[config.mk]
export PLATFORM = sky130hd
export DESIGN_NAME = ext_dump_uart
export DESIGN_NICKNAME = d
export VERILOG_FILES = /design/src/rtl/ext_dump_uart.sv
export SDC_FILE = /design/constraint.sdc
export NUM_CORES = 1
export LEC_CHECK = 0
export ABC_CLOCK_PERIOD_IN_PS = 4050
export CAP_MARGIN = 25
export CORE_ASPECT_RATIO = 0.6
export CORE_MARGIN = 1.5
export CORE_UTILIZATION = 56
export DETAILED_ROUTE_END_ITERATION = 6
export HOLD_SLACK_MARGIN = 0.1
export PLACE_DENSITY = 0.83
export SYNTH_ARGS = -nofsm -noshare
export SYNTH_HDL_FRONTEND = slang
export SYNTH_SLANG_ARGS = --single-unit
export TNS_END_PERCENT = 20
[constraint.sdc]
create_clock -name clk -period 4.05 [get_ports clk]
set_input_delay 0.405 -clock clk [delete_from_list [all_inputs] [get_ports clk]]
set_output_delay 0.405 -clock clk [all_outputs]
set_load 0.1 [all_outputs]
[src/rtl/ext_dump_uart.sv]
`default_nettype none
// ============================================================================
//  Module   : ext_dump_uart
//  Purpose  : Debug read-out engine. On a start request it sweeps either the
//             data memory (extmemaddress/extmemdata) or the register file
//             (swval/rdval) and streams every 32-bit word, MSB byte first,
//             over an 8N1 UART transmit line, preceded by one sync byte
//             (0xA5 = memory dump, 0x5A = register dump).
//  Ports    : clk, reset (async, active high)
//             start, mode       - request and dump-space select
//             extmemaddress/extmemdata - data-memory inspection port
//             swval/rdval       - register-file inspection port
//             tx                - UART serial output (idle high)
//             busy, done        - dump in progress / completion pulse
//  Revision : 1.0 - initial release
// ============================================================================
module ext_dump_uart #(
  parameter int CLKS_PER_BIT = 434,
  parameter int MEM_WORDS    = 512,
  parameter int NUM_REGS     = 32
) (
  input  logic        clk,
  input  logic        reset,
  input  logic        start,
  input  logic        mode,
  output logic [8:0]  extmemaddress,
  input  logic [31:0] extmemdata,
  output logic [4:0]  swval,
  input  logic [31:0] rdval,
  output logic        tx,
  output logic        busy,
  output logic        done
);

  localparam int c_cw = (CLKS_PER_BIT > 2) ? $clog2(CLKS_PER_BIT) : 1;
  localparam logic [c_cw-1:0] c_clk_max  = c_cw'(CLKS_PER_BIT - 1);
  localparam logic [8:0]      c_last_mem = 9'(MEM_WORDS - 1);
  localparam logic [8:0]      c_last_reg = 9'(NUM_REGS - 1);

  localparam logic [2:0] c_idle = 3'd0;
  localparam logic [2:0] c_sync = 3'd1;
  localparam logic [2:0] c_addr = 3'd2;
  localparam logic [2:0] c_capt = 3'd3;
  localparam logic [2:0] c_send = 3'd4;
  localparam logic [2:0] c_fin  = 3'd5;

  logic [2:0]      r_state;
  logic            r_mode;
  logic [8:0]      r_idx;
  logic [31:0]     r_word;
  logic [1:0]      r_byte_cnt;
  logic [8:0]      r_frame;     // remaining data bits followed by the stop bit
  logic [3:0]      r_bit_cnt;   // 0 = start bit, 1..8 = data, 9 = stop
  logic [c_cw-1:0] r_clk_cnt;
  logic            r_tx;
  logic            r_busy;
  logic            r_done;
  logic [8:0]      r_memaddr;
  logic [4:0]      r_swval;

  logic            w_bit_end;
  logic            w_frame_end;
  logic            w_last_idx;
  logic            w_load;
  logic [7:0]      w_load_byte;
  logic [31:0]     w_rd_data;

  assign w_bit_end   = (r_clk_cnt == c_clk_max);
  assign w_frame_end = w_bit_end && (r_bit_cnt == 4'd9);
  assign w_last_idx  = (r_idx == (r_mode ? c_last_reg : c_last_mem));
  assign w_rd_data   = r_mode ? rdval : extmemdata;

  // A new frame starts with its start bit on the same edge the previous
  // stop bit ends, so consecutive bytes of one word have no idle gap.
  assign w_load = ((r_state == c_idle) && start) ||
                  (r_state == c_capt) ||
                  ((r_state == c_send) && w_frame_end && (r_byte_cnt != 2'd3));

  always_comb begin
    w_load_byte = r_word[31:24];
    if (r_state == c_idle) begin
      w_load_byte = mode ? 8'h5A : 8'hA5;
    end else if (r_state == c_capt) begin
      w_load_byte = w_rd_data[31:24];
    end
  end

  always_ff @(posedge clk or posedge reset) begin
    if (reset) begin
      r_state    <= c_idle;
      r_mode     <= 1'b0;
      r_idx      <= 9'd0;
      r_word     <= 32'd0;
      r_byte_cnt <= 2'd0;
      r_frame    <= 9'h1FF;
      r_bit_cnt  <= 4'd0;
      r_clk_cnt  <= '0;
      r_tx       <= 1'b1;
      r_busy     <= 1'b0;
      r_done     <= 1'b0;
      r_memaddr  <= 9'd0;
      r_swval    <= 5'd0;
    end else begin
      r_done <= 1'b0;

      // Bit timing runs only while a frame is on the line.
      if ((r_state == c_sync) || (r_state == c_send)) begin
        if (w_bit_end) begin
          r_clk_cnt <= '0;
          if (!w_frame_end) begin
            r_bit_cnt <= r_bit_cnt + 4'd1;
            r_tx      <= r_frame[0];
            r_frame   <= {1'b1, r_frame[8:1]};
          end
        end else begin
          r_clk_cnt <= r_clk_cnt + c_cw'(1);
        end
      end

      case (r_state)
        c_idle: begin
          if (start) begin
            r_mode    <= mode;
            r_idx     <= 9'd0;
            r_busy    <= 1'b1;
            r_memaddr <= 9'd0;
            r_swval   <= 5'd0;
            r_state   <= c_sync;
          end
        end
        c_sync: begin
          if (w_frame_end) begin
            r_state <= c_addr;
          end
        end
        c_addr: begin
          // The unused index output is held at zero.
          if (r_mode) begin
            r_swval   <= r_idx[4:0];
            r_memaddr <= 9'd0;
          end else begin
            r_memaddr <= r_idx;
            r_swval   <= 5'd0;
          end
          r_state <= c_capt;
        end
        c_capt: begin
          // Byte 0 goes straight into the frame; keep the rest pre-shifted.
          r_word     <= {w_rd_data[23:0], 8'h00};
          r_byte_cnt <= 2'd0;
          r_state    <= c_send;
        end
        c_send: begin
          if (w_frame_end) begin
            if (r_byte_cnt == 2'd3) begin
              if (w_last_idx) begin
                r_done  <= 1'b1;
                r_state <= c_fin;
              end else begin
                r_idx   <= r_idx + 9'd1;
                r_state <= c_addr;
              end
            end else begin
              r_byte_cnt <= r_byte_cnt + 2'd1;
              r_word     <= {r_word[23:0], 8'h00};
            end
          end
        end
        c_fin: begin
          r_busy  <= 1'b0;
          r_state <= c_idle;
        end
        default: begin
          r_state <= c_idle;
        end
      endcase

      if (w_load) begin
        r_tx      <= 1'b0;
        r_frame   <= {1'b1, w_load_byte};
        r_bit_cnt <= 4'd0;
        r_clk_cnt <= '0;
      end
    end
  end

  assign extmemaddress = r_memaddr;
  assign swval         = r_swval;
  assign tx            = r_tx;
  assign busy          = r_busy;
  assign done          = r_done;

endmodule
`default_nettype wire
Word level (Yosys, flattened, before mapping)
Index checks and enable logic that the tools add are counted.

Flip-flop bits (word level): 86. Input port bits: 68. Logic and storage cells: 103.

Add/sub/neg operators: 4. Equality and inequality tests: 17. Mux-type cells: 48. Reduce and logical (&&, ||, !) cells: 21.

Operators with widths (number): $mux 9 (13); $mux 32 (3); $pmux 32 s2 (1); $pmux 9 s2 (2); $mux 8 (3); $add 9x1->9 const B (2); $mux 4 (4); $mux 3 (5); $pmux 3 s5 (1); $ne 2x2->1 const B (6); $reduce_bool 2->1 (6); $mux 5 (2); $pmux 5 s2 (1); $eq 9x9->1 (1); $eq 9x9->1 const B (1); $mux 1 (9); $eq 3x2->1 const B (2); $eq 3x3->1 const B (2); $reduce_and 2->1 (3); $reduce_and 3->1 (2); $reduce_and 5->1 (1); $add 4x1->4 const B (1); $eq 4x4->1 const B (1); $logic_and 1x1->1 (4); other kinds (10) (14).

Depth between registers and ports, before layout
Gate-level depths: netlist (run 1).

Depth after elaboration: 7. Gate-level depth with buffers: 9.

Worst setup path after synthesis (run 1)
OpenSTA, ideal clock, no wires.

Path kind: register to register. From: register r_mode. To: register r_idx[0]. Setup time: 0.118 ns. Arrival: 2.044 ns. Data required time: 3.932 ns. Slack: 1.888 ns. Cell stages (with the launch flop): 10. Period minus slack after synthesis: 2.162 ns. Cell sequence: dfrtp_1 -> buf_2 -> inv_1 -> ha_1 -> nor3_1 -> a41oi_4 -> o21ai_2 -> buf_2 -> nor3_1 -> a21o_1.

Cells in the longest elaborated chain, start to end: 4.

RTL lines: start: declaration (RTL line 48) `logic r_mode;`; start signal: assignment (RTL line 123) `r_mode <= mode;`; $mux 9 (RTL line 70) `assign w_last_idx = (r_idx == (r_mode ? c_last_reg : c_last_mem));`; $eq 9x9->1 (RTL line 70); $ne 2x2->1 (no line); $reduce_and 5->1 (no line); end signal: assignment (RTL line 160) `r_idx <= r_idx + 9'd1;`; end: declaration (RTL line 49) `logic [8:0] r_idx;`.

No other way between the ends. A chain may end at the register's enable or synchronous reset.

Worst setup path after layout (run 1)
From: register r_state[2]. To: register r_frame[0].

Cells in the longest elaborated chain, start to end: 6. Elaborated cells on any way between the ends: 17.

RTL lines: start: declaration (RTL line 47) `logic [2:0] r_state;`; start signal: assignment (RTL line 90) `r_state <= c_idle;`; start signal: assignment (RTL line 128) `r_state <= c_sync;`; start signal: assignment (RTL line 133) `r_state <= c_addr;`; $eq 3x3->1 or $logic_not 3->1 (tied branches); $logic_and 1x1->1, on equally long branches (RTL line 77, 75); $logic_and 1x1->1 or $logic_or 1x1->1 (tied branches) (RTL line 77, 75); $logic_or 1x1->1 (RTL line 76) `(r_state == c_capt) ||`; $ne 2x1->1 (no line) or $reduce_bool 2->1 (tied branches); $reduce_and 3->1 (no line); end signal: assignment (RTL line 113) `r_frame <= {1'b1, r_frame[8:1]};`; end signal: assignment (RTL line 180) `r_frame <= {1'b1, w_load_byte};`; end: declaration (RTL line 52) `logic [8:0] r_frame;`.

Parallel ways exist; a longest one is shown, timed or not.

==> results.toml, run 1 <==
[die]
io_pins = 85
die_area_um2 = 7990
dieHeight_um = 69.8
fp.coreArea_um2 = 7240
initial_core_util_pct = 57.6
dieWidth_um = 114
rows = 24

[synth]
ys_ff_latch = 77
synthMuxAreaShare_pct = 7.95
syn_avg_cell_area_um2 = 9.31
ys_async_sr_fraction_pct = 100
ys_types = 53
synth-edff-count = 0
synth_fp_nets = 526
synth_area_leaders = "dfrtp_1 (41%), mux2i_1 (7.7%), dfstp_2 (5.7%)"
synth-simple-area-share_pct = 17.8
yosysTopAreaCell = "dfrtp_1"
synthXorXnorAreaFrac_pct = 1.47
synth-warning-count = 0
yosysMostFrequentCell = "dfrtp_1"
synthCells = 448
synthTopCellsByCount = "dfrtp_1 (68), nand2_1 (57), nor2_1 (44), o21ai_0 (44), mux2i_1 (32)"
ys.flop_type = "dfrtp_1"
synth-adder-area-share_pct = 3.00
synth_top_family_by_area = "compound AO/OA/AOI/OAI gates"
synth_compound_area_share_pct = 19.4
ys_seq_area_share_pct = 46.5
synth_top_area_share_pct = 40.8
netlist_area_um2 = 4170

[grt]
grt-ovfl-total = 0
grt_max_degree = 56
grt_pass1_vias = 3511
track_usage_pct = 28.2
grt_pass1_wl_um = 17400
antenna_found_initial = 0

[final_layout]
diodes = 0
fillers = 548
seq_area_um2 = 1940
stdcell_area_um2 = 5360
drive_above_1_share_pct = 7.41
multi_input_area_um2 = 2080
area_growth_pct = 28.7
nNetsFinal = 600

[power]
clock_power_share_pct = 21.9
power.density_nw_per_um2 = 643
vdd_ir_drop_max_mv = 0.407
pwr-share-seq_pct = 35.7
p_switching_mw = 1.40
p_comb_share_pct = 42.4
netSwitchingFraction_pct = 40.7
intPower_mw = 2.04
leakage_nw = 2.39

[worst_setup_path]
worstSetupEndpointType = "flip-flop"
startpoint_type = "flip-flop"
cp_max_fo = 18
critPathRequiredTime_ns = 4.32
crit_chain = "or3b_1 > nor2_1 > a21oi_1 > or3_1 > a21oi_1"
worst_path_most_repeated_cell = "a21oi_1"
cp_slowest_cell = "dfrtp_1"
path_class = "flip-flop to flip-flop"
cpPeakStageDelay_ns = 0.66
cp.arrival_ns = 2.79

[detailed_routing]
first_pass_iters = 5
vias = 3645
drt_iter0_drc = 416
ant_nets = 0
drc_errors = 0
wl_per_cell_um = 16.5
drt_wl_total_um = 10400
via_per_inst = 5.79

[sta]
finalCriticalPeriod_ns = 2.52
fin_setup_tns_ns = 0
finalCritPeriodShare_pct = 62.3
fin_worst_skew_ns = 0.00356
fmax_mhz = 396
rsz0062_at_grt = "false"
setup_viol = 0
max_slew_margin_pct = 32.8
final_hold_viol_count = 0
slew_viol_final = 0
worst_slew_pin_slew_ns = 1.01

[run]
cap_violations = 0

[placed_design]
place.gp.congestion = 0.842
dp_hpwl_um = 7260
io_buffers = 84
place_area_um2 = 5080

[clocking]
clockBufferDepth = 2
cts.clk_slew.worst_paths_ns = 0.06
cts_tree = "built"
cts_sinks = 77
clk_latency_ns = 0.34
root_buffer = "clkbuf_16"
hold_buffers = 0
cts_resized = 0
cts_made_buffers = 9
h-tree-depth = 3
post-cts-setup-buffer-count = 0

[worst_hold_path]
hp-class = "input port to async pin"

[outcome]
outcome = "finished, final reports clean"
power by group through the flow:
stage	clock [mW]	combinational [mW]	sequential (mW)
after CTS	0.763	1.44	1.23
after global routing	0.794	1.63	1.27
final	0.755	1.46	1.23
after global placement	0	1.37	1.22
after floorplan	0	1.05	1.23
after detailed placement	0	1.42	1.23
worst max-delay path, delay by kind of cell (launching register included):
kind | cells | cell delay (ns)
and+or+nand+nor | 3 | 1.37
DFF | 1 | 0.66
AOI/OAI and AO/OA | 2 | 0.43
worst paths after layout:
| check | from | to | slack [ns] | cells past startpoint |
|---|---|---|---|---|
| max | r_state[2] | r_frame[0] | 1.53 | 5 |
| min | reset | r_word[15] | 0.41 | 2 |
| max reg2reg | r_state[2] | r_frame[0] | 1.53 | 5 |
| min reg2reg | r_frame[7] | r_frame[7] | 0.47 | 2 |
| max in group asynchronous | reset | extmemaddress[2] | 2.57 | 3 |
| min in group clk | r_frame[7] | r_frame[7] | 0.47 | 2 |
state kept, by name (all words and copies together) (netlist names), 2 cells and up:
name / cells
r_frame: 8
r_state: 3
swval: 5
extmemaddress: 9
r_word: 24
r_idx: 9
r_byte_cnt: 2
r_bit_cnt: 4
r_clk_cnt: 9
cells by family (layout without fill, tap and decap cells):
kind of cell / Yosys count / in the layout
AOI/OAI and AO/OA: 126 / 126
xor gates and xnor gates: 7 / 7
adders and majority gates: 10 / 10
buffers and inverters: 39 / 117
DFF: 77 / 77
muxes: 33 / 33
and+or+nand+nor: 156 / 156
placed cells by master, fill, tap and decap left out, types with 2 or more instances in the layout:
cell type | netlist | final
clkdlybuf4s50_1 | 0 | 84
dfrtp_1 | 68 | 67
nand2_1 | 57 | 57
nor2_1 | 44 | 44
o21ai_0 | 44 | 44
mux2i_1 | 32 | 32
a21oi_1 | 31 | 31
nor3_1 | 11 | 11
o31ai_1 | 10 | 10
ha_1 | 10 | 10
inv_1 | 10 | 9
clkbuf_16 | 0 | 9
dfstp_2 | 9 | 9
a21o_1 | 8 | 8
xor2_1 | 7 | 7
buf_4 | 0 | 7
a211oi_1 | 6 | 6
and3_1 | 5 | 5
nand4_1 | 5 | 5
a32o_1 | 5 | 5
a22o_1 | 5 | 5
nand3_1 | 4 | 4
or3_1 | 4 | 4
nor2b_1 | 4 | 4
and2_1 | 3 | 3
nand2b_1 | 3 | 3
o211ai_1 | 3 | 3
clkbuf_8 | 0 | 3
nand4b_1 | 2 | 2
or4_1 | 2 | 2
and3b_1 | 2 | 2
nor3b_1 | 2 | 2
o311a_1 | 2 | 2
clkbuf_1 | 19 | 2
layout make-up:
type,count,area share [%]
Clock buffer,14,5.11
Clock inverter,1,0.0933
Multi-Input combinational cell,332,38.8
Tap cell,104,2.43
Sequential cell,77,36.2
Timing Repair Buffer,92,16.7
Inverter,10,0.700
stage by stage:
stage	utilization (%)	cells	setup slack [ns]	power, mW	hold slack [ns]
6_report	74.1	630	1.53	3.45	0.415
5_1_grt	74.1	630	1.36	3.69	0.459
4_1_cts	74.0	629	1.59	3.43	0.426
3_5_place_dp	70.2	614	1.47	2.65	0.457
3_3_place_gp	70.2	614	1.52	2.59	0.450
2_1_floorplan	-	448	1.69	2.28	0.439
layer usage:
| layer | GRT usage, % | part of all wire (%) | up-vias |
|---|---|---|---|
| met5 | 0 | 0 | - |
| met4 | 7.36 | 0.89 | 0 |
| met3 | 7.95 | 6.9 | 9 |
| met2 | 39.5 | 43 | 126 |
| met1 | 43.0 | 49 | 1765 |
| li1 | - | - | 1745 |
(Power assumes the default switching activity.)
==> inputs of run 2 (changes only) <==
ABC_CLOCK_PERIOD_IN_PS = 2600   (was 4050)
CORE_UTILIZATION = 52   (was 56)
PLACE_DENSITY = 0.78   (was 0.83)
clock period = 2.6 ns   (was 4.05 ns; I/O delays follow)
==> results.toml, run 2 (synthesis gave the netlist of run 1 again) <==
[final_layout]
diodes = 0
area_growth_pct = 30.3
final_cells = 643
utilization_pct = 69.5
drive_above_1_share_pct = 12.5
stdcell_area_um2 = 5430
mostFrequentLayoutCells = "dfrtp_1 (67), clkdlybuf4s50_1 (67), nand2_1 (57), nor2_1 (44), o21ai_0 (44)"
largest_register = "r_word"
largest_reg_flops = 24
nNetsFinal = 608
fillers = 622

[detailed_routing]
ant_nets = 0
drc_errors = 0
wl_per_cell_um = 16.2
drt_iter0_drc = 251
first_pass_iters = 5
vias = 3652
via_per_inst = 5.68
drt_wl_total_um = 10400
wl_met1_um = 5050
wl_met3_um = 427
wl_met2_um = 4850
top_layer_used = "met4"

[die]
rows = 25
dieHeight_um = 72.4
initial_core_util_pct = 53.3
fp.coreArea_um2 = 7820
io_pins = 85
die_area_um2 = 8580
dieWidth_um = 119

[worst_setup_path]
cpPeakStageDelay_ns = 0.70
rrSetupSlack_ns = 0.26
startpoint_type = "flip-flop"
cp_slowest_cell = "a31oi_1"
crit_chain = "or3b_1 > o21ai_0 > a31oi_1 > buf_4 > a21oi_1 > o21ai_0"
r2r_end = "r_bit_cnt[3]"
path_class = "flip-flop to flip-flop"
r2r-start = "r_state[1]"
worst_path_most_repeated_cell = "o21ai_0"
cp.arrival_ns = 2.60
worstSetupEndpointType = "flip-flop"
cp_max_fo = 13
ff2ff_path_depth = 6
critPathRequiredTime_ns = 2.86

[clocking]
cts_made_buffers = 9
cts_tree = "built"
hold_buffers = 0
post-cts-setup-buffer-count = 0
cts_sinks = 77
clk_latency_ns = 0.34
root_buffer = "clkbuf_16"
h-tree-depth = 3
clockBufferDepth = 2
cts_resized = 0
cts.clk_slew.worst_paths_ns = 0.06

[run]
cap_violations = 0

[sta]
final_hold_viol_count = 0
setup_viol = 0
fin_setup_tns_ns = 0
worst_slack_ns = 0.256
slew_viol_final = 0
finalCriticalPeriod_ns = 2.34
fmax_mhz = 427
worst_slew_pin_slew_ns = 0.899
fin_worst_skew_ns = 0.00570
finalCritPeriodShare_pct = 90.2
max_slew_margin_pct = 39.8
rsz0062_at_grt = "false"
fin_hold_ws_ns = 0.113

[placed_design]
place.gp.congestion = 0.828
dp_hpwl_um = 7540
io_buffers = 84
place_area_um2 = 5120
place_inst = 627
preCtsSetupSlack_ns = 0.170

[grt]
grt_pass1_vias = 3549
grt_pass1_wl_um = 17300
grt_max_degree = 51
track_usage_pct = 25.7
grt-ovfl-total = 0
antenna_found_initial = 0

[power]
vdd_ir_drop_max_mv = 0.647
leakage_nw = 2.48
power.total_mw = 5.52
power.density_nw_per_um2 = 1020

[outcome]
outcome = "finished, final reports clean"

[worst_hold_path]
hp-class = "input port to async pin"
## run 2: how the worst max path moves through the flow
stage | start | to | slack, ns
after detailed placement | start | r_frame[4] | 0.17
final | r_state[1] | r_bit_cnt[3] | 0.26
after global placement | start | r_frame[1] | 0.28
after CTS | r_state[1] | r_bit_cnt[3] | 0.30
after floorplan | reset | busy | 0.39
after global routing | r_state[1] | r_frame[0] | 0.04
## run 2: layout make-up
class,count,area [um^2],area share [%]
inverters,10,37.5,0.691
well taps,108,135,2.49
multi-input cells,332,2080,38.3
flip-flops and latches,77,1940,35.7
repair buffers,100,931,17.1
clock inverters,6,71.3,1.31
clock buffers,10,239,4.40
## run 2: critical path, delay by kind of cell (launching register included)
kind / cells / cell delay, ns
AO/OA/AOI/OAI: 4 / 1.05
flip-flops: 1 / 0.51
AND/OR/NAND/NOR: 1 / 0.39
buffers and inverters: 1 / 0.31
## run 2: power by group
| group | leakage (nW) | switching, mW | internal [mW] |
|---|---|---|---|
| clock | 0.145 | 0.518 | 0.776 |
| combinational | 1.34 | 1.44 | 0.913 |
| sequential | 0.993 | 0.264 | 1.60 |
| total | 2.48 | 2.22 | 3.29 |
## run 2: per-layer routing
metal / GRT usage [%] / vias up
met3: 6.21 / 12
met5: 0 / -
met2: 41.9 / 86
met4: 6.83 / 0
li1: - / 1760
met1: 35.2 / 1794
